## src/rtl/mdio_master_ctrl.sv

```systemverilog
// MDIO Clause 22 / Clause 45 management master with internal MDC divider.
// Optional MDIO_PREAMBLE_SUPPRESS_EN adds i_no_preamble to skip the preamble.
module mdio_master_ctrl #(
   parameter int unsigned CLK_DIV      = 20,
   parameter int unsigned PREAMBLE_LEN = 32
) (
   input  logic        clk_core,
   input  logic        aReset,
   input  logic        i_start,
   input  logic        i_cl45,
   input  logic [1:0]  i_op,
   input  logic [4:0]  i_phyaddr,
   input  logic [4:0]  i_regaddr,
   input  logic [15:0] i_data,
`ifdef MDIO_PREAMBLE_SUPPRESS_EN
   input  logic        i_no_preamble,
`endif
   output logic        o_busy,
   output logic        o_done,
   output logic        o_err,
   output logic [15:0] o_data,
   output logic        o_mdc,
   output logic        o_mdio,
   output logic        o_mdio_oe,
   input  logic        i_mdio
);

   localparam int unsigned DIV_W   = $clog2(CLK_DIV);
   localparam int unsigned BIT_W   = 6;
   localparam int unsigned FRAME_W = 32;

   typedef enum logic [2:0] {
      ST_IDLE, ST_PREAMBLE, ST_HDR, ST_TA, ST_DATA, ST_DONE
   } state_t;

   state_t             state, state_nx;
   logic [DIV_W-1:0]   div_cnt, div_nx;
   logic [BIT_W-1:0]   bit_cnt, bit_nx;
   logic [FRAME_W-1:0] tx_sr, tx_nx;
   logic [15:0]        rx_sr, rx_nx;
   logic               is_read, is_read_nx;
   logic               err_flag, err_flag_nx;
   logic               busy_nx, done_nx, err_nx, mdc_nx, mdio_nx, oe_nx;
   logic [15:0]        data_nx;

   logic               op_valid, skip_pre, phase_end, bit_end, last_bit;
   logic [15:0]        rx_shift;

`ifdef MDIO_PREAMBLE_SUPPRESS_EN
   assign skip_pre = i_no_preamble;
`else
   assign skip_pre = 1'b0;
`endif

   // Clause 22 only knows write (01) and read (10); Clause 45 uses all four codes.
   assign op_valid  = i_cl45 | (i_op == 2'b01) | (i_op == 2'b10);
   assign phase_end = (div_cnt == DIV_W'(CLK_DIV - 1));
   assign bit_end   = phase_end & o_mdc;
   assign last_bit  = (bit_cnt == BIT_W'(1));
   assign rx_shift  = {rx_sr[14:0], i_mdio};

   // Next-state and next-output logic.
   always_comb begin
      state_nx    = state;
      div_nx      = div_cnt;
      bit_nx      = bit_cnt;
      tx_nx       = tx_sr;
      rx_nx       = rx_sr;
      is_read_nx  = is_read;
      err_flag_nx = err_flag;
      busy_nx     = o_busy;
      done_nx     = 1'b0;
      err_nx      = 1'b0;
      data_nx     = o_data;
      mdc_nx      = o_mdc;
      mdio_nx     = o_mdio;
      oe_nx       = o_mdio_oe;

      case (state)
         ST_IDLE: begin
            if (i_start) begin
               if (op_valid) begin
                  tx_nx       = {(i_cl45 ? 2'b00 : 2'b01), i_op, i_phyaddr, i_regaddr,
                                 2'b10, i_data};
                  is_read_nx  = i_op[1];
                  err_flag_nx = 1'b0;
                  div_nx      = DIV_W'(0);
                  busy_nx     = 1'b1;
                  mdc_nx      = 1'b0;
                  oe_nx       = 1'b1;
                  if (skip_pre) begin
                     state_nx = ST_HDR;
                     bit_nx   = BIT_W'(14);
                     mdio_nx  = tx_nx[FRAME_W-1];
                  end else begin
                     state_nx = ST_PREAMBLE;
                     bit_nx   = BIT_W'(PREAMBLE_LEN);
                     mdio_nx  = 1'b1;
                  end
               end else begin
                  done_nx = 1'b1;
                  err_nx  = 1'b1;
               end
            end
         end
         ST_PREAMBLE, ST_HDR, ST_TA, ST_DATA: begin
            div_nx = phase_end ? DIV_W'(0) : DIV_W'(div_cnt + 1'b1);
            if (phase_end) mdc_nx = ~o_mdc;
            if (bit_end) begin
               bit_nx = bit_cnt - BIT_W'(1);
               if (state != ST_PREAMBLE) begin
                  tx_nx   = {tx_sr[FRAME_W-2:0], 1'b0};
                  // Read frames release the line from the first TA bit onward.
                  mdio_nx = (is_read && !(state == ST_HDR && !last_bit)) ? 1'b1
                                                                         : tx_sr[FRAME_W-2];
               end
               if (state == ST_DATA) rx_nx = rx_shift;
               if (state == ST_TA && last_bit && is_read) err_flag_nx = err_flag | i_mdio;
               if (last_bit) begin
                  case (state)
                     ST_PREAMBLE: begin
                        state_nx = ST_HDR;
                        bit_nx   = BIT_W'(14);
                        mdio_nx  = tx_sr[FRAME_W-1];
                     end
                     ST_HDR: begin
                        state_nx = ST_TA;
                        bit_nx   = BIT_W'(2);
                        oe_nx    = ~is_read;
                     end
                     ST_TA: begin
                        state_nx = ST_DATA;
                        bit_nx   = BIT_W'(16);
                     end
                     ST_DATA: begin
                        state_nx = ST_DONE;
                        busy_nx  = 1'b0;
                        done_nx  = 1'b1;
                        err_nx   = err_flag;
                        mdc_nx   = 1'b0;
                        mdio_nx  = 1'b1;
                        oe_nx    = 1'b0;
                        if (is_read) data_nx = rx_shift;
                     end
                     default: ;
                  endcase
               end
            end
         end
         ST_DONE:  state_nx = ST_IDLE;
         default:  state_nx = ST_IDLE;
      endcase
   end

   // State and registered outputs.
   always_ff @(posedge clk_core) begin
      if (aReset) begin
         state     <= ST_IDLE;
         div_cnt   <= '0;
         bit_cnt   <= '0;
         tx_sr     <= '0;
         rx_sr     <= '0;
         is_read   <= 1'b0;
         err_flag  <= 1'b0;
         o_busy    <= 1'b0;
         o_done    <= 1'b0;
         o_err     <= 1'b0;
         o_data    <= '0;
         o_mdc     <= 1'b0;
         o_mdio    <= 1'b1;
         o_mdio_oe <= 1'b0;
      end else begin
         state     <= state_nx;
         div_cnt   <= div_nx;
         bit_cnt   <= bit_nx;
         tx_sr     <= tx_nx;
         rx_sr     <= rx_nx;
         is_read   <= is_read_nx;
         err_flag  <= err_flag_nx;
         o_busy    <= busy_nx;
         o_done    <= done_nx;
         o_err     <= err_nx;
         o_data    <= data_nx;
         o_mdc     <= mdc_nx;
         o_mdio    <= mdio_nx;
         o_mdio_oe <= oe_nx;
      end
   end

endmodule

```

## config.mk

```make
export PLATFORM = sky130hd
export DESIGN_NAME = mdio_master_ctrl
export DESIGN_NICKNAME = d
export VERILOG_FILES = /design/src/rtl/mdio_master_ctrl.sv
export SDC_FILE = /design/constraint.sdc
export NUM_CORES = 1
export LEC_CHECK = 0
export ABC_AREA = 1
export CELL_PAD_IN_SITES_DETAIL_PLACEMENT = 1
export CELL_PAD_IN_SITES_GLOBAL_PLACEMENT = 2
export CORE_MARGIN = 1
export CORE_UTILIZATION = 30
export CTS_CLUSTER_DIAMETER = 50
export DETAILED_ROUTE_END_ITERATION = 7
export GPL_ROUTABILITY_DRIVEN = 0
export PLACE_DENSITY_LB_ADDON = 0.1
export SETUP_SLACK_MARGIN = 0.3
export SYNTH_ARGS = -nofsm -noshare
export SYNTH_HDL_FRONTEND = slang
export SYNTH_SLANG_ARGS = --single-unit
export TNS_END_PERCENT = 1
```

## constraint.sdc

```tcl
create_clock -name clk_core -period 2.4 [get_ports clk_core]
set_clock_uncertainty 0.2 [all_clocks]
set_input_delay 0.36 -clock clk_core [delete_from_list [all_inputs] [get_ports clk_core]]
set_output_delay 0.36 -clock clk_core [all_outputs]
set_load 0.01 [all_outputs]
```

==> impl_metrics.tcl, run 1 <==
set metrics [dict create \
    status "finished, final reports clean" \
    drc_errors 0 \
    grt_pass1_wl_microns 17520 \
    firstDrtPassIters 4 \
    setup-violations-final 0 \
    cp_max_fo 11 \
    row_count 40 \
    ioPinCount 55 \
    grt_start_max_net_pins 34 \
    dp_slack_ns 0.03445 \
    fin_nets 631 \
    ctsLongestPathBuffers 2 \
    antenna_found_initial 0 \
    post-route-period-util_pct 83.89 \
    clockRootBuffer "clkbuf_16" \
    cts_buffers 9 \
    drt_iter0_drc 158 \
    critical_path_arrival_ns 2.05 \
    cp-start-kind "flop" \
    clk_latency_ns 0.35 \
    fmax_mhz 496.7 \
    grt_use_total_pct 16.92 \
    drv_cap 0 \
    fp.dieW_microns 114.5 \
    via_per_inst 4.613 \
    cts_tree "built" \
    synth.avg_cell_area_sq_um 7.030 \
    netlist_area_sq_mm 0.003796 \
    grt_pass1_vias 3614 \
    layout_min_cycle_time_ns 2.013 \
    worstHoldPathType "reg2reg" \
    worst_pin_slew_ns 0.3763 \
    io_buffers 54 \
    n_antenna_cell 0 \
    worstRegToRegCells 10 \
    finalMaxSlewViolations 0 \
    worst_ep_required_time_ns 2.44 \
    dieArea_sq_mm 0.01311 \
    clk_pin_slew_ns 0.07 \
    wl_per_cell_microns 13.27 \
    p_leak_nw 1.980 \
    core_sq_mm 0.01216 \
    overflow 0 \
    ys_warn_count 0 \
    finalHoldViolations 0 \
    yosysSeqAreaShare_pct 44.83 \
    cts.sinks 85 \
    relSlewSlack_pct 74.84 \
    wl_microns 10180 \
    postLayoutCoreUtil_pct 40.40 \
    synth_nets 577 \
    synth_cell_types 28 \
    synth-seq-cells 85 \
    rsz0062_at_grt "yes" \
    p_per_area_mw_per_mm2 1363 \
    vias 3538 \
    p_total_w 0.006696 \
    critPathKind "reg2reg" \
    die_h_microns 114.5 \
    area_growth_pct 29.43 \
    setup_ws_ns 0.3867 \
    tns_ns 0 \
    drive_above_1_share_pct 11.35 \
    dp_hpwl_microns 6895 \
    min_path_cells 2 \
    synthCells 540 \
    start_util_pct 31.21 \
    cts_hold_buffers 0 \
    postRouteAntennaNets 0 \
    htreeDepth 3 \
    hold_ws_ns 0.2496 \
    end_kind "flop" \
    ir_worst_vdd_uv 534.8 \
]
==> per-layer routing <==
metal  vias to the layer above  global-route usage (%)  share of wire [%]
li1                       1837                       -                  -
met1                      1637                   21.93                 51
met2                        49                   27.80                 44
met3                        15                   3.017                2.6
met4                         0                   6.753                1.9
met5                         -                       0                  0
==> timing repair <==
item | 4_1_cts | 5_1_grt
endpoints found under the setup margin | 59 | 76
gates resized for setup | 2 | 37
pin swaps | 0 | 3
setup buffers | 1 | 3
gates cloned | 0 | 1
==> flip-flops by register name, summed over array words and instances (netlist names), 3 cells and up <==
signal and flops:
bit_cnt 6, o_data 16, div_cnt 5, tx_sr 32, state 3, rx_sr 15
==> where the power goes <==
group	total, W	internal, W	switching, W	leakage, nW
sequential	0.00208	0.00180	0.000276	0.696
clock	0.00149	0.000833	0.000656	0.151
combinational	0.00313	0.00112	0.00201	1.13
total	0.00670	0.00376	0.00294	1.98
==> kinds of logic (layout without fill, tap and decap cells) <==
group	count (synthesis)	count (layout)	share of synthesized area, %
adders and majority gates	4	4	1.318
and+or+nand+nor	263	263	29.04
DFF	85	85	44.83
buffers and inverters	60	119	7.350
xor gates and xnor gates	5	5	1.154
AOI/OAI and AO/OA	123	123	16.32
==> cell usage after synthesis, drive strengths merged <==
master,instances,share of area [%]
nor2,99,11
xnor2,3,0.69
clkbuf,9,0.89
or2,1,0.16
nand3,11,1.8
a31o,1,0.23
a21oi,52,6.9
ha,4,1.3
dfxtp,85,45
nand3b,3,0.59
nand2,140,14
nand4,3,0.49
nor3,6,0.79
xor2,2,0.46
inv,32,3.2
buf,19,3.2
o21ai,70,9.2
==> critical path, stage by stage (launching register included) <==
cell,delay [ns]
dfxtp_2,0.37
ha_4,0.16
nand3_1,0.14
inv_2,0.09
ha_2,0.19
nand3_1,0.13
nor2_2,0.14
nand2_2,0.09
buf_4,0.19
o21ai_0,0.16
nor2_1,0.06
==> cell type report <==
cell class / instances / area, sq um
fillers: 1555 / 7248
clock inverters: 7 / 86.33
well taps: 168 / 210.2
flip-flops and latches: 85 / 1709
inverters: 32 / 136.4
clock buffers: 9 / 225.2
repair buffers: 70 / 688.2
repair inverters: 1 / 7.507
multi-input cells: 395 / 1851
==> placed cells by master (no fill, tap or decap), drive strengths merged <==
master	netlist	final
o21ai	70	70
a21oi	52	52
nand3	11	11
xnor2	3	3
xor2	2	2
bufinv	0	1
dfxtp	85	85
ha	4	4
clkinvlp	0	3
or2	1	1
clkdlybuf4s50	0	54
nor2	99	99
clkbuf	9	9
nand3b	3	3
nand4	3	3
inv	32	36
a31o	1	1
nor3	6	6
buf	19	16
nand2	140	140
==> path summary, 6_finish.rpt <==
path	endpoint	slack, ns	startpoint
worst max-delay path	o_data[2]$_SDFFE_PP0P_	0.39	div_cnt[0]$_SDFFE_PP0P_
worst min-delay path	tx_sr[28]$_SDFFE_PP0P_	0.25	tx_sr[28]$_SDFFE_PP0P_
worst max register to register	o_data[2]$_SDFFE_PP0P_	0.39	div_cnt[0]$_SDFFE_PP0P_
worst min register to register	tx_sr[28]$_SDFFE_PP0P_	0.25	tx_sr[28]$_SDFFE_PP0P_
==> metrics by stage <==
step                cell area, sq um  std cells
finish                          4913        767
global placement                4493        746
CTS                             4817        763
floorplan                       3796        540
detailed placement              4493        746
global route                    4913        767
No activity file was read; power rests on OpenSTA's default activity.
==> run 2, diff against run 1 <==
Settings changed: CORE_UTILIZATION 30 to 27.
Clock period 2.4 ns to 1.7 ns, I/O delays scaled along.
==> run 2 against run 1 <==
The flow now finishes with violations (setup timing). Count of clock-buffer cells in the layout rose by 2. Wire length grew 9.5%. Sequential share of layout area fell by 3.9 points. Core utilization grew 0.73 points. Setup slack worse by 0.52 ns. Highest routed layer unchanged. Global-route usage shrank 0.25 points.
==> impl_metrics.tcl, run 2 (synthesized netlist as in run 1, its figures left out) <==
set metrics [dict create \
    setup_ws_ns -0.1324 \
    drt_iter0_drc 175 \
    top_register "tx_sr" \
    tns_ns -3.859 \
    place_inst 805 \
    crit_start "div_cnt[0]$_SDFFE_PP0P_" \
    p_leak_nw 2.374 \
    clk_pin_slew_ns 0.06 \
    ctsLongestPathBuffers 2 \
    row_count 42 \
    start_util_pct 28.22 \
    grt_pass1_wl_microns 18890 \
    core_sq_mm 0.01345 \
    grt_use_total_pct 16.67 \
    p_total_w 0.01063 \
    end_kind "flop" \
    drc_errors 0 \
    r2r_end "o_data[2]$_SDFFE_PP0P_" \
    vias 3780 \
    grt_pass1_vias 3854 \
    largest_registers "tx_sr (32), o_data (16), rx_sr (15)" \
    drv_cap 0 \
    p_per_area_mw_per_mm2 1921 \
    cp_max_fo 5 \
    stdcell_count 828 \
    wl_microns 11140 \
    rsz0062_at_grt "yes" \
    setup-violations-final 70 \
    hold_ws_ns 0.2496 \
    clk_latency_ns 0.35 \
    cp-start-kind "flop" \
    fin_nets 684 \
    fmax_mhz 545.7 \
    final_common_cell "nand2_1" \
    cts_buffers 9 \
    via_per_inst 4.565 \
    final.fill_count 1716 \
    n_antenna_cell 0 \
    ir_worst_vdd_uv 806.6 \
    relSlewSlack_pct 78.91 \
    finalMaxSlewViolations 0 \
    worst_pin_slew_ns 0.3163 \
    critPathKind "reg2reg" \
    r2r_setup_slack_ns -0.13 \
    finalHoldViolations 0 \
    final_cell_mix "133 x nand2_1, 87 x nor2_1, 80 x dfxtp_1" \
    endpoint "o_data[2]$_SDFFE_PP0P_" \
    worstRegToRegCells 10 \
    overflow 0 \
    largest_register_ffs 32 \
    ff_latch_area_sq_mm 0.001708 \
    dp_hpwl_microns 7695 \
    worst_ep_required_time_ns 1.74 \
    htreeDepth 3 \
    cts.sinks 85 \
    crit-reg2reg-launch "div_cnt[0]$_SDFFE_PP0P_" \
    clockRootBuffer "clkbuf_16" \
    worstHoldPathType "reg2reg" \
    drive_above_1_share_pct 25.15 \
    cts_tree "built" \
    status "complete, but fails checks" \
    ioPinCount 55 \
    layout_min_cycle_time_ns 1.832 \
    postRouteAntennaNets 0 \
    violations "setup timing" \
    io_buffers 54 \
    grt_start_max_net_pins 31 \
    antenna_found_initial 0 \
    critical_path_arrival_ns 1.87 \
    post-route-period-util_pct 107.8 \
    multi_input_area_sq_mm 0.002007 \
    dieArea_sq_mm 0.01454 \
    fp.dieW_microns 120.6 \
    die_h_microns 120.6 \
    firstDrtPassIters 4 \
    area_growth_pct 45.75 \
    wl_per_cell_microns 13.45 \
]
run 2: cell types whose count changed in the layout (fill, tap and decap cells not counted), sizes merged:
| cell | before | now |
|---|---|---|
| clkdlybuf4s15 | 0 | 7 |
| dlygate4sd2 | 0 | 5 |
| buf | 16 | 69 |
| clkinvlp | 3 | 0 |
| clkinv | 0 | 2 |
| clkbuf | 9 | 21 |
| clkdlybuf4s50 | 54 | 32 |
| inv | 36 | 35 |
run 2: metrics by stage:
| step | utilization, % | cell area [sq um] | setup WS (ns) |
|---|---|---|---|
| floorplan | - | 3861 | -0.02022 |
| global placement | 37.24 | 5010 | -0.3054 |
| detailed placement | 37.24 | 5010 | -0.3798 |
| CTS | 40.73 | 5479 | -0.1418 |
| global route | 41.13 | 5533 | -0.2204 |
| finish | 41.13 | 5533 | -0.1324 |
run 2: worst max-delay path, stage by stage, from the launching register on:
cell,delay (ns)
dfxtp_2,0.35
ha_4,0.15
nand3_4,0.09
inv_4,0.08
ha_4,0.15
nand3_4,0.09
nor2_4,0.13
nand2_4,0.11
buf_6,0.18
o21ai_2,0.12
nor2_1,0.06
run 2: metal layers:
layer / global-route usage, % / part of all wire (%) / vias up / wire (microns)
met1: 21.37 / 48 / 1777 / 5327
met5: 0 / 0 / - / 0
li1: - / - / 1947 / -
met2: 27.51 / 48 / 46 / 5329
met3: 3.255 / 2.9 / 10 / 321
met4: 6.404 / 1.4 / 0 / 161
run 2: worst min path at each step:
stage	startpoint	to	depth (start not counted)
after floorplan	aReset	div_cnt[4]$_SDFFE_PP0P_	1
after global routing	tx_sr[28]$_SDFFE_PP0P_	tx_sr[28]$_SDFFE_PP0P_	2
after detailed placement	err_flag$_SDFFE_PP0P_	err_flag$_SDFFE_PP0P_	2
after global placement	tx_sr[28]$_SDFFE_PP0P_	tx_sr[28]$_SDFFE_PP0P_	2
final	err_flag$_SDFFE_PP0P_	err_flag$_SDFFE_PP0P_	2
after CTS	err_flag$_SDFFE_PP0P_	err_flag$_SDFFE_PP0P_	2
run 2: repair_timing:
action,4_1_cts,5_1_grt
gates resized for setup,109,35
cloned,2,1
endpoints found under the hold margin,0,0
hold buffers,0,0
setup buffers,2,2
pin swaps,9,9
setup endpoints to repair,107,102
run 2: area by class of cell:
type / count / share of cell area [%]
timing repair inverter: 1 / 0.06784
inverter: 32 / 2.488
tap: 176 / 3.980
clock buffer: 11 / 4.387
timing repair buffer: 123 / 20.71
sequential: 85 / 30.87
clock inverter: 5 / 1.221
multi-input combinational: 395 / 36.27
run 2: report_power, final:
part	switching (W)	internal, W
clock network	0.000886	0.00120
registers	0.000336	0.00254
logic	0.00323	0.00243
total	0.00446	0.00617
